`config.mk`:
```
export PLATFORM = sky130hd
export DESIGN_NAME = muldiv_sequencer
export DESIGN_NICKNAME = d
export VERILOG_FILES = /design/src/rtl/muldiv_sequencer.sv
export SDC_FILE = /design/constraint.sdc
export NUM_CORES = 1
export LEC_CHECK = 0
export BUFFER_PORTS_ARGS = -buffer_cell sky130_fd_sc_hd__buf_2
export CAP_MARGIN = 20
export CELL_PAD_IN_SITES_DETAIL_PLACEMENT = 1
export CELL_PAD_IN_SITES_GLOBAL_PLACEMENT = 2
export CORE_AREA = 2 2 246 248
export CTS_CLUSTER_DIAMETER = 120
export DETAILED_ROUTE_END_ITERATION = 10
export DIE_AREA = 0 0 248 250
export GPL_TIMING_DRIVEN = 0
export PLACE_DENSITY_LB_ADDON = 0.1
export SKIP_CTS_REPAIR_TIMING = 1
export SYNTH_ARGS = -nofsm -noshare
export SYNTH_HDL_FRONTEND = slang
export SYNTH_SLANG_ARGS = --single-unit
```
`constraint.sdc`:
```
create_clock -name clk -period 14.5 [get_ports clk]
set_clock_uncertainty 0.05 [all_clocks]
set_input_delay 2.9 -clock clk [delete_from_list [all_inputs] [get_ports clk]]
set_output_delay 2.9 -clock clk [all_outputs]
set_load 0.01 [all_outputs]
```
`src/rtl/muldiv_sequencer.sv`:
```
// muldiv_sequencer
//   Multi-cycle sequencer for the RV32M MUL/DIV/REM group. It runs next to the
//   single-cycle ALU and handles one radix-2 iteration per clock: shift-add for
//   multiplies and restoring division for divides/remainders. Divide-by-zero
//   and signed overflow skip the iterations and finish one cycle after start.
//
// Ports
//   clk     in   1           clock, all state on rising edge
//   reset   in   1           asynchronous active-high reset
//   start   in   1           request, sampled only while idle
//   Funct3  in   3           000 MUL,001 MULH,010 MULHSU,011 MULHU,
//                            100 DIV,101 DIVU,110 REM,111 REMU
//   SrcA    in   DATA_WIDTH  rs1 (dividend / multiplicand)
//   SrcB    in   DATA_WIDTH  rs2 (divisor / multiplier)
//   busy    out  1           iterating
//   stall   out  1           pipeline hold (combinational)
//   done    out  1           one-cycle pulse, Result valid
//   Result  out  DATA_WIDTH  last finished result
module muldiv_sequencer #(
  parameter int DATA_WIDTH = 32
) (
  input  logic                  clk,
  input  logic                  reset,
  input  logic                  start,
  input  logic [2:0]            Funct3,
  input  logic [DATA_WIDTH-1:0] SrcA,
  input  logic [DATA_WIDTH-1:0] SrcB,
  output logic                  busy,
  output logic                  stall,
  output logic                  done,
  output logic [DATA_WIDTH-1:0] Result
);

  localparam int W  = DATA_WIDTH;
  localparam int CW = $clog2(DATA_WIDTH);
  localparam logic [CW-1:0]  CNT_LAST = CW'(W - 1);
  localparam logic [CW-1:0]  CNT_ONE  = {{(CW-1){1'b0}}, 1'b1};
  localparam logic [W-1:0]   ONE_W    = {{(W-1){1'b0}}, 1'b1};
  localparam logic [2*W-1:0] ONE_2W   = {{(2*W-1){1'b0}}, 1'b1};
  localparam logic [W-1:0]   MIN_W    = {1'b1, {(W-1){1'b0}}};

  typedef enum logic [1:0] {
    S_IDLE    = 2'd0,
    S_MUL_RUN = 2'd1,
    S_DIV_RUN = 2'd2,
    S_FINISH  = 2'd3
  } state_t;

  state_t          state_q, state_d;
  logic [CW-1:0]   cnt_q, cnt_d;
  logic [W-1:0]    hi_q, hi_d;      // partial product high half / partial remainder
  logic [W-1:0]    lo_q, lo_d;      // multiplier-side low half / dividend-quotient
  logic [W-1:0]    opb_q, opb_d;    // magnitude added (multiply) or subtracted (divide)
  logic [2:0]      f3_q, f3_d;
  logic            neg_q, neg_d;    // final result needs two's-complement negation
  logic            busy_q, busy_d;
  logic            done_q, done_d;
  logic [W-1:0]    result_q, result_d;

  logic            a_signed_s, b_signed_s, sa_s, sb_s;
  logic [W-1:0]    mag_a_s, mag_b_s;
  logic            div_zero_s, ovf_s;
  logic [W-1:0]    special_res_s;
  logic [W:0]      mul_sum_s, div_shift_s, div_diff_s;
  logic [W-1:0]    step_hi_s, step_lo_s;
  logic [2*W-1:0]  fin_raw_s, fin_s;
  logic [W-1:0]    fin_sel_s;

  // Operand decode at the start request: signedness, magnitudes, special cases
  always_comb begin
    a_signed_s = (Funct3 == 3'b001) | (Funct3 == 3'b010) |
                 (Funct3 == 3'b100) | (Funct3 == 3'b110);
    b_signed_s = (Funct3 == 3'b001) | (Funct3 == 3'b100) | (Funct3 == 3'b110);
    sa_s       = a_signed_s & SrcA[W-1];
    sb_s       = b_signed_s & SrcB[W-1];
    mag_a_s    = sa_s ? (~SrcA + ONE_W) : SrcA;
    mag_b_s    = sb_s ? (~SrcB + ONE_W) : SrcB;
    div_zero_s = (SrcB == {W{1'b0}});
    // Signed overflow only exists for DIV/REM (Funct3[0] clear)
    ovf_s      = ~Funct3[0] & (SrcA == MIN_W) & (SrcB == {W{1'b1}});
    if (div_zero_s) begin
      special_res_s = Funct3[1] ? SrcA : {W{1'b1}};
    end else begin
      special_res_s = Funct3[1] ? {W{1'b0}} : SrcA;
    end
  end

  // One radix-2 iteration plus sign correction of the value it produces
  always_comb begin
    mul_sum_s   = {1'b0, hi_q} + (lo_q[0] ? {1'b0, opb_q} : {(W+1){1'b0}});
    div_shift_s = {hi_q, lo_q[W-1]};
    div_diff_s  = div_shift_s - {1'b0, opb_q};
    step_hi_s   = hi_q;
    step_lo_s   = lo_q;
    case (state_q)
      S_MUL_RUN: begin
        step_hi_s = mul_sum_s[W:1];
        step_lo_s = {mul_sum_s[0], lo_q[W-1:1]};
      end
      S_DIV_RUN: begin
        // Restoring step: keep the difference only when it did not go negative
        if (!div_diff_s[W]) begin
          step_hi_s = div_diff_s[W-1:0];
          step_lo_s = {lo_q[W-2:0], 1'b1};
        end else begin
          step_hi_s = div_shift_s[W-1:0];
          step_lo_s = {lo_q[W-2:0], 1'b0};
        end
      end
      default: begin
        step_hi_s = hi_q;
        step_lo_s = lo_q;
      end
    endcase

    if (state_q == S_MUL_RUN) begin
      fin_raw_s = {step_hi_s, step_lo_s};
    end else if (f3_q[1]) begin
      fin_raw_s = {{W{1'b0}}, step_hi_s};
    end else begin
      fin_raw_s = {{W{1'b0}}, step_lo_s};
    end
    // The low W bits of a 2W negation equal the W-bit negation, so one negator serves both
    fin_s = neg_q ? (~fin_raw_s + ONE_2W) : fin_raw_s;
    if ((state_q == S_MUL_RUN) && (f3_q[1:0] != 2'b00)) begin
      fin_sel_s = fin_s[2*W-1:W];
    end else begin
      fin_sel_s = fin_s[W-1:0];
    end
  end

  // Next-state and datapath update
  always_comb begin
    state_d  = state_q;
    cnt_d    = cnt_q;
    hi_d     = hi_q;
    lo_d     = lo_q;
    opb_d    = opb_q;
    f3_d     = f3_q;
    neg_d    = neg_q;
    result_d = result_q;
    busy_d   = 1'b0;
    done_d   = 1'b0;
    case (state_q)
      S_IDLE: begin
        if (start) begin
          f3_d  = Funct3;
          cnt_d = {CW{1'b0}};
          hi_d  = {W{1'b0}};
          lo_d  = mag_a_s;
          opb_d = mag_b_s;
          if (!Funct3[2]) begin
            state_d = S_MUL_RUN;
            neg_d   = sa_s ^ sb_s;
            busy_d  = 1'b1;
          end else if (div_zero_s | ovf_s) begin
            state_d  = S_FINISH;
            neg_d    = 1'b0;
            result_d = special_res_s;
            done_d   = 1'b1;
          end else begin
            state_d = S_DIV_RUN;
            // Remainder takes the dividend's sign, quotient the XOR of both
            neg_d   = Funct3[1] ? sa_s : (sa_s ^ sb_s);
            busy_d  = 1'b1;
          end
        end else begin
          state_d = S_IDLE;
        end
      end
      S_MUL_RUN, S_DIV_RUN: begin
        hi_d = step_hi_s;
        lo_d = step_lo_s;
        if (cnt_q == CNT_LAST) begin
          state_d  = S_FINISH;
          cnt_d    = {CW{1'b0}};
          result_d = fin_sel_s;
          done_d   = 1'b1;
        end else begin
          cnt_d  = cnt_q + CNT_ONE;
          busy_d = 1'b1;
        end
      end
      S_FINISH: begin
        // A start seen here is ignored; decode re-asserts it in the next idle cycle
        state_d = S_IDLE;
      end
      default: begin
        state_d = S_IDLE;
      end
    endcase
  end

  // State and datapath registers
  always_ff @(posedge clk or posedge reset) begin
    if (reset) begin
      state_q  <= S_IDLE;
      cnt_q    <= {CW{1'b0}};
      hi_q     <= {W{1'b0}};
      lo_q     <= {W{1'b0}};
      opb_q    <= {W{1'b0}};
      f3_q     <= 3'b000;
      neg_q    <= 1'b0;
      busy_q   <= 1'b0;
      done_q   <= 1'b0;
      result_q <= {W{1'b0}};
    end else begin
      state_q  <= state_d;
      cnt_q    <= cnt_d;
      hi_q     <= hi_d;
      lo_q     <= lo_d;
      opb_q    <= opb_d;
      f3_q     <= f3_d;
      neg_q    <= neg_d;
      busy_q   <= busy_d;
      done_q   <= done_d;
      result_q <= result_d;
    end
  end

  assign busy   = busy_q;
  assign done   = done_q;
  assign Result = result_q;
  // Hold decode the same cycle it asks, and for every iteration cycle
  assign stall  = ((state_q == S_IDLE) & start) | busy_q;

endmodule

```
==> qor.csv, run 1 <==
metric,value,unit
hp-class,reg -> reg,
dr.pass1.iters,7,
cp-startpoint,state_q[0]$_DFFE_PP0P_,
status,"finished, final reports clean",
finish.utilization,33.4,%
worst_pin_slew,1.21,ns
detail_route.iter0.violations,2346,
cts_tree,built,
dpl.hpwl,96500,um
cts-root-buf,clkbuf_16,
ys_async_sr_fraction,100,%
die-height,250,um
dpl_cell_area,19200,um2
start_util,29.7,%
finalCritPeriodShare,62.9,%
synth_cell_types,108,
via_count,21800,
final_cell_area,19900,um2
cts.path.max_buffers,2,
fin_crit,9.12,ns
rsz0062_at_grt,no,
grt_pass1_wl,165000,um
worstPathRequired,14.79,ns
io_buffer_count,100,
synthTopCellsByCount,"nand2_1, o21ai_0, nor2_1",
clkTransAtPathRegs,0.07,ns
drc_errors,0,
wl_per_cell,35.1,um
finalWirelength,119000,um
die_w,248,um
syn2layout_area_growth,12.6,%
grt_overflow_total,0,
ant_nets,0,
grt_pass1_vias,21600,
ys_seq_area_share,19.8,%
grt_usage,38.0,%
hold_viol_final,0,
grt_max_degree,116,
finalNetCount,2738,
drive_gt1_share,9.44,%
crit_fanout,10,
synth_fp_nets,2608,
critPathKind,reg -> reg,
num_rows,90,
ys_warn_count,0,
drv_slew,0,
setup_viol,0,
synth_top_area_share,19.8,%
fin_setup_tns,0,ns
yosys_register_bits,140,
fmax,110,MHz
viasPerCell,6.44,
yosysTopAreaCell,dfrtp_1,
reg2reg_from,state_q[0]$_DFFE_PP0P_,
gp_congestion,1.01,
clk_latency,0.51,ns
relSlewSlack,18.2,%
core,59600,um2
synth-main-ff-cell,dfrtp_1,
synth_edf_count,0,
cp-end-kind,register,
cap_violations,0,
cts_max_level,4,
die_area,62000,um2
antenna_found_initial,4,
avgSynthCellArea,7.18,um2
synth_most_common_cell,nand2_1,
cts_buffers,17,
synth_area,17700,um2
ys_top_cells_by_area,"dfrtp_1, o21ai_0, nand2_1, ha_1, a21oi_1",
startpoint_type,register,
cts_sinks,140,
io_pins,105,
worstPathArrival,9.42,ns
rrSetupSlack,5.38,ns
syn_inst,2462,
min_from,cnt_q[4]$_DFFE_PP0P_,
layer usage:
layer	GRT usage, %	routed length (um)
met5	0	31
met2	53.8	48700
met4	16.9	5680
met1	52.5	52800
met3	11.3	11800
kinds of logic (layout without fill, tap and decap cells):
| kind of cell | count (synthesis) | count (layout) | synth area share [%] |
|---|---|---|---|
| AOI/OAI and AO/OA | 907 | 907 | 34.8 |
| xor gates and xnor gates | 121 | 121 | 6.00 |
| and+or+nand+nor | 918 | 918 | 25.1 |
| muxes | 40 | 40 | 2.38 |
| buffers and inverters | 247 | 390 | 5.73 |
| other | 0 | 1 | 0 |
| DFF | 140 | 140 | 19.8 |
| adders and majority gates | 89 | 89 | 6.20 |
registers in the layout, summed over array words and instances, names as in the netlist:
| register | count |
|---|---|
| done | 1 |
| cnt_q | 5 |
| neg_q | 1 |
| state_q | 2 |
| hi_q | 32 |
| lo_q | 32 |
| opb_q | 32 |
| busy | 1 |
| f3_q | 2 |
| Result | 32 |
path summary, 6_finish.rpt:
path,to,depth (start not counted)
min reg2reg,cnt_q[4]$_DFFE_PP0P_,2
max,Result[18]$_DFFE_PP0P_,16
min,cnt_q[4]$_DFFE_PP0P_,2
max reg2reg,Result[18]$_DFFE_PP0P_,16
max in group asynchronous,hi_q[14]$_DFFE_PP0P_,3
min in group asynchronous,lo_q[23]$_DFFE_PP0P_,2
layout by cell type (no fill, tap or decap), types with 14 or more instances in the layout:
cell         n
nor2_1     213
a31oi_1     46
clkbuf_1   119
o22ai_1     23
a221o_1     34
nor4_1      24
buf_2      119
xnor2_1     74
ha_1        74
xor2_1      47
a211oi_1    25
and2_1      52
o21a_1      20
a21o_1      44
inv_1       76
a21oi_1    180
o21ai_0    245
nand2_1    309
and3_1      20
or4_1       21
nor3_1      67
clkbuf_16   17
nand4_1     34
or3_1       21
buf_1       14
nand2b_1    25
o211ai_1    38
o31ai_1     41
nand3_1     70
mux2i_1     27
dfrtp_1    140
worst max-delay path: stages (launching register included):
cell      delay (ns)
dfrtp_1         0.41
inv_1           0.09
ha_1            0.28
clkbuf_1        0.43
clkbuf_1        0.49
clkbuf_1        0.53
clkbuf_1        0.58
clkbuf_1        0.60
clkbuf_1        0.79
clkbuf_1        0.82
clkbuf_1        0.71
clkbuf_1        0.56
clkbuf_1        0.61
clkbuf_1        0.78
nor2_1          0.29
o21ai_0         0.74
o211ai_1        0.17
through the flow:
stage | hold WS [ns] | setup slack, ns | cells
after floorplan | 0.395 | 7.74 | 2462
after global placement | 0.418 | 5.40 | 3344
after detailed placement | 0.420 | 5.96 | 3350
after CTS | 0.434 | 5.96 | 3382
after global routing | 0.469 | 5.49 | 3387
final | 0.428 | 5.38 | 3388
area by class of cell:
class                      count  area (um2)
sequential                   140        3500
fill                        7469       39700
timing repair buffer         111         607
buffer                       164         701
tap                          782         978
multi-input combinational   2075       13200
antenna                        1        2.50
clock inverter                14         171
clock buffer                  18         439
inverter                      83         319
Power of run 1 is left out: the tool's default activity adds up to more than one toggle a clock period on the data nets, which glitch-free logic cannot reach.
==> run 2, diff against run 1 <==
==> constraint.sdc (replaced) <==
create_clock -name clk -period 7.3 [get_ports clk]
set_clock_uncertainty 0.05 [all_clocks]
set_input_delay 1.46 -clock clk [delete_from_list [all_inputs] [get_ports clk]]
set_output_delay 1.46 -clock clk [all_outputs]
set_load 0.01 [all_outputs]
==> run 2 against run 1 <==
Net effect:
- flip-flop and latch count did not move
- cell count did not move
- via count fell by 0.24%
- largest cell class unchanged
- critical path type unchanged
- hold slack barely moved
- die area did not move
- final area rose by 0.48%
- global-route usage did not move
- register-to-register slack got worse by 5.3 ns
==> qor.csv, run 2 (synthesized netlist as in run 1, its figures left out) <==
metric,value,unit,change
via_count,21800,,-0.24%
cap_violations,0,,unchanged
reg2reg_depth,19,,+3
num_rows,90,,unchanged
hold_end,cnt_q[4]$_DFFE_PP0P_,,
hold_viol_final,0,,unchanged
status,"finished, final reports clean",,
min_path_cells,2,,unchanged
finalWirelength,119000,um,about the same
io_buffer_count,100,,unchanged
io_pins,105,,unchanged
antenna_found_initial,4,,unchanged
cts_tree,built,,
fmax,139,MHz,+27%
grt_pass1_vias,21600,,unchanged
worst_pin_slew,1.23,ns,+0.0202 ns
relSlewSlack,17.9,%,-0.29 points
syn2layout_area_growth,13.2,%,
min_from,cnt_q[4]$_DFFE_PP0P_,,
gp_congestion,1.01,,unchanged
cts_buffers,17,,unchanged
die_area,62000,um2,unchanged
critPathKind,reg -> reg,,
clkTransAtPathRegs,0.08,ns,about the same
reg2reg_from,lo_q[31]$_DFFE_PP0P_,,
mostFrequentLayoutCell,nand2_1,,
final_cell_mix,"nand2_1, o21ai_0, nor2_1",,
grt_overflow_total,0,,unchanged
start_util,29.7,%,unchanged
cts.path.max_buffers,2,,unchanged
dr.pass1.iters,6,,-1
fin_setup_tns,0,ns,unchanged
worstPathArrival,7.54,ns,-1.88 ns
finalCritPeriodShare,98.3,%,+35 points
final_cell_area,20000,um2,+0.48%
drc_errors,0,,unchanged
worstPathRequired,7.66,ns,-7.13 ns
rrSetupSlack,0.12,ns,-5.25 ns
die-height,250,um,unchanged
die_w,248,um,unchanged
cts-root-buf,clkbuf_16,,
finalNetCount,2738,,unchanged
grt_max_degree,116,,unchanged
detail_route.iter0.violations,2287,,-2.5%
clk_latency,0.51,ns,about the same
grt_usage,38.0,%,unchanged
crit_fanout,10,,unchanged
ant_nets,0,,unchanged
viasPerCell,6.43,,-0.24%
fin_crit,7.18,ns,-1.95 ns
hp-class,reg -> reg,,
drv_slew,0,,unchanged
cts_sinks,140,,unchanged
drive_gt1_share,10.2,%,+0.81 points
cp-end-kind,register,,
grt_pass1_wl,165000,um,unchanged
dpl_cell_area,19200,um2,unchanged
rsz0062_at_grt,no,,
core,59600,um2,unchanged
dpl.hpwl,96500,um,unchanged
setup_viol,0,,unchanged
startpoint_type,register,,
r2r-end,Result[20]$_DFFE_PP0P_,,
wl_per_cell,35.1,um,about the same
nFillCells,7458,,-0.15%
cts_max_level,4,,unchanged
## run 2: cell count changes in the layout (fill, tap and decap cells not counted), sizes merged
cell      change
clkinv        -1
clkinvlp      +1
## run 2: worst max-delay path by stage
stage | startpoint | end | slack [ns]
3_3_place_gp | state_q[0]$_DFFE_PP0P_ | Result[18]$_DFFE_PP0P_ | -1.29
6_report | lo_q[31]$_DFFE_PP0P_ | Result[20]$_DFFE_PP0P_ | 0.12
4_1_cts | state_q[0]$_DFFE_PP0P_ | Result[18]$_DFFE_PP0P_ | -1.24
3_5_place_dp | state_q[0]$_DFFE_PP0P_ | Result[18]$_DFFE_PP0P_ | -1.24
5_1_grt | hi_q[11]$_DFFE_PP0P_ | Result[21]$_DFFE_PP0P_ | 0.03
2_1_floorplan | SrcA[12] | Result[12]$_DFFE_PP0P_ | 1.98
## run 2: through the flow
| step | hold slack [ns] | utilization [%] | instances | setup slack (ns) |
|---|---|---|---|---|
| 2_1_floorplan | 0.395 | - | 2462 | 1.98 |
| 3_3_place_gp | 0.418 | 32.1 | 3344 | -1.29 |
| 3_5_place_dp | 0.420 | 32.3 | 3350 | -1.24 |
| 4_1_cts | 0.434 | 33.3 | 3382 | -1.24 |
| 5_1_grt | 0.469 | 33.6 | 3387 | 0.0319 |
| 6_report | 0.428 | 33.6 | 3388 | 0.124 |
## run 2: critical path: stages, from the launching register on
cell	delay (ns)
dfrtp_1	0.51
inv_1	0.25
ha_1	0.34
fa_1	0.42
nand2b_1	0.20
a21oi_1	0.44
o211a_4	0.28
o21a_4	0.19
buf_6	0.17
buf_6	0.19
nor4_1	0.08
a2111oi_2	0.93
a221o_1	0.46
nand4_1	0.20
or4b_4	0.63
clkbuf_1	0.32
nor4_2	0.52
a41oi_1	0.24
xnor2_2	0.27
a211oi_1	0.35
## run 2: area by class of cell
| class | count | area, um2 | area share, % |
|---|---|---|---|
| antenna | 1 | 2.50 | 0.0125 |
| buffer | 164 | 709 | 3.55 |
| clock buffer | 18 | 439 | 2.20 |
| clock inverter | 14 | 171 | 0.857 |
| inverter | 83 | 323 | 1.61 |
| multi-input combinational | 2075 | 13300 | 66.3 |
| sequential | 140 | 3510 | 17.5 |
| tap | 782 | 978 | 4.89 |
| timing repair buffer | 111 | 607 | 3.04 |
## run 2: routing by layer
| layer | wire length [um] | global-route usage [%] | vias up |
|---|---|---|---|
| met4 | 5660 | 16.9 | 6 |
| li1 | - | - | 9499 |
| met5 | 33 | 0 | - |
| met3 | 11800 | 11.3 | 225 |
| met1 | 52700 | 52.5 | 11000 |
| met2 | 48700 | 53.8 | 1025 |
Power of run 2 is left out for the same reason.
==> run 3, diff against run 2 <==
--- a/config.mk
+++ b/config.mk
@@ -9,10 +9,10 @@
 export CAP_MARGIN = 20
 export CELL_PAD_IN_SITES_DETAIL_PLACEMENT = 1
 export CELL_PAD_IN_SITES_GLOBAL_PLACEMENT = 2
-export CORE_AREA = 2 2 246 248
+export CORE_AREA = 2 2 235 237
 export CTS_CLUSTER_DIAMETER = 120
 export DETAILED_ROUTE_END_ITERATION = 10
-export DIE_AREA = 0 0 248 250
+export DIE_AREA = 0 0 237 239
 export GPL_TIMING_DRIVEN = 0
 export PLACE_DENSITY_LB_ADDON = 0.1
 export SKIP_CTS_REPAIR_TIMING = 1
==> run 3 against run 2 <==
Net effect:
- register-to-register slack lost 0.08 ns
- global-route usage grew 1.7 points
- cell count shrank 2.4%
- non-clock buffer count shrank 2
- critical path depth shrank 3
- die area shrank 8.6%
- largest cell class unchanged
- final area shrank 0.81%
- hold slack gained 0.013 ns
- maximum frequency shrank 1.1%
==> qor.csv, run 3 (synthesized netlist as in run 1, its figures left out) <==
metric,value,unit,change
status,"finished, final reports clean",,
drv_slew,0,,unchanged
num_rows,86,,-4.4%
die_area,56600,um2,-8.6%
finalWirelength,114000,um,-4.5%
fin_crit,7.25,ns,+0.0776 ns
cts_buffers,17,,unchanged
cts-root-buf,clkbuf_16,,
detail_route.iter0.violations,2677,,+17%
dpl.hpwl,91900,um,-4.7%
nFillCells,6843,,-8.2%
antenna_cells,0,,-1
worst_pin_slew,1.30,ns,+0.0647 ns
cts_sinks,140,,unchanged
antenna_found_initial,1,,-3
wl_per_cell,34.3,um,-2.1%
timing.final.ws_setup,0.0465,ns,-0.0776 ns
dr.pass1.iters,5,,-1
hp-class,reg -> reg,,
viasPerCell,6.68,,+4.0%
final_cell_mix,"nand2_1, o21ai_0, nor2_1",,
io_buffer_count,100,,unchanged
cts_tree,built,,
pre_cts_ws,-0.933,ns,+0.305 ns
clkTransAtPathRegs,0.07,ns,about the same
startpoint_type,register,,
setup_viol,0,,unchanged
io_pins,105,,unchanged
die-height,239,um,-4.4%
syn2layout_area_growth,12.2,%,
critPathKind,reg -> reg,,
cts.path.max_buffers,2,,unchanged
drive_gt1_share,10.0,%,-0.22 points
die_w,237,um,-4.4%
finalCritPeriodShare,99.4,%,+1.1 points
relSlewSlack,12.7,%,-5.2 points
ant_nets,0,,unchanged
finalNetCount,2736,,-0.073%
grt_pass1_vias,21400,,-0.83%
grt_usage,39.7,%,+1.7 points
finish.utilization,36.5,%,+2.9 points
rsz0062_at_grt,no,,
fmax,138,MHz,-1.1%
mostFrequentLayoutCell,nand2_1,,
crit_fanout,10,,unchanged
hold_viol_final,0,,unchanged
gp_congestion,1.03,,+2.4%
start_util,32.5,%,+2.9 points
clk_latency,0.51,ns,about the same
grt_overflow_total,0,,unchanged
cts_max_level,4,,unchanged
worstPathArrival,7.55,ns,about the same
cap_violations,0,,unchanged
worstPathRequired,7.59,ns,-0.07 ns
core,54300,um2,-8.8%
drc_errors,0,,unchanged
grt_pass1_wl,160000,um,-3.5%
via_count,22100,,+1.5%
grt_max_degree,86,,-26%
cp-end-kind,register,,
## run 3: critical path, stage by stage (launching register included)
cell and delay (ns):
dfrtp_1 0.42, inv_1 0.08, ha_1 0.29, clkbuf_1 0.55, clkbuf_1 0.48, clkbuf_2 0.49, clkbuf_1 0.61, clkbuf_1 0.52
clkbuf_2 0.47, clkbuf_2 0.45, a41oi_2 0.46, a211oi_2 0.55, a41oi_1 0.34, nor4_1 0.55, a211oi_1 0.16, a31oi_1 0.36
o21ai_0 0.22
## run 3: final timing paths
path	slack, ns	from	end	depth (start not counted)
max	0.05	state_q[1]$_DFFE_PP0P_	Result[23]$_DFFE_PP0P_	16
min	0.44	Result[22]$_DFFE_PP0P_	Result[22]$_DFFE_PP0P_	2
max reg2reg	0.05	state_q[1]$_DFFE_PP0P_	Result[23]$_DFFE_PP0P_	16
min reg2reg	0.44	Result[22]$_DFFE_PP0P_	Result[22]$_DFFE_PP0P_	2
max in group asynchronous	5.40	reset	hi_q[13]$_DFFE_PP0P_	3
min in group asynchronous	0.93	reset	lo_q[10]$_DFFE_PP0P_	2
## run 3: layout make-up
type | instances | area, um2 | area share, %
inverter | 83 | 323 | 1.63
sequential | 140 | 3500 | 17.7
timing repair buffer | 110 | 594 | 3.00
clock inverter | 13 | 144 | 0.726
clock buffer | 19 | 453 | 2.28
buffer | 163 | 706 | 3.56
multi-input combinational | 2075 | 13200 | 66.7
tap | 704 | 881 | 4.44
## run 3: stage by stage
step	instances	instance area, um2	setup TNS, ns	hold WS [ns]
3_5_place_dp	3272	19100	-29.48	0.429
2_1_floorplan	2462	17700	0	0.395
5_1_grt	3307	19800	0	0.470
3_3_place_gp	3266	19100	-70.74	0.415
4_1_cts	3304	19700	-30.98	0.446
6_report	3307	19800	0	0.442
## run 3: metal layers
layer	routed length [um]	up-vias	GRT usage, %
met5	50	-	0.693
met4	5560	2	16.9
met3	13100	254	12.2
met2	46100	1278	57.2
met1	48800	11100	54.3
li1	-	9483	-
Power of run 3 is left out for the same reason.
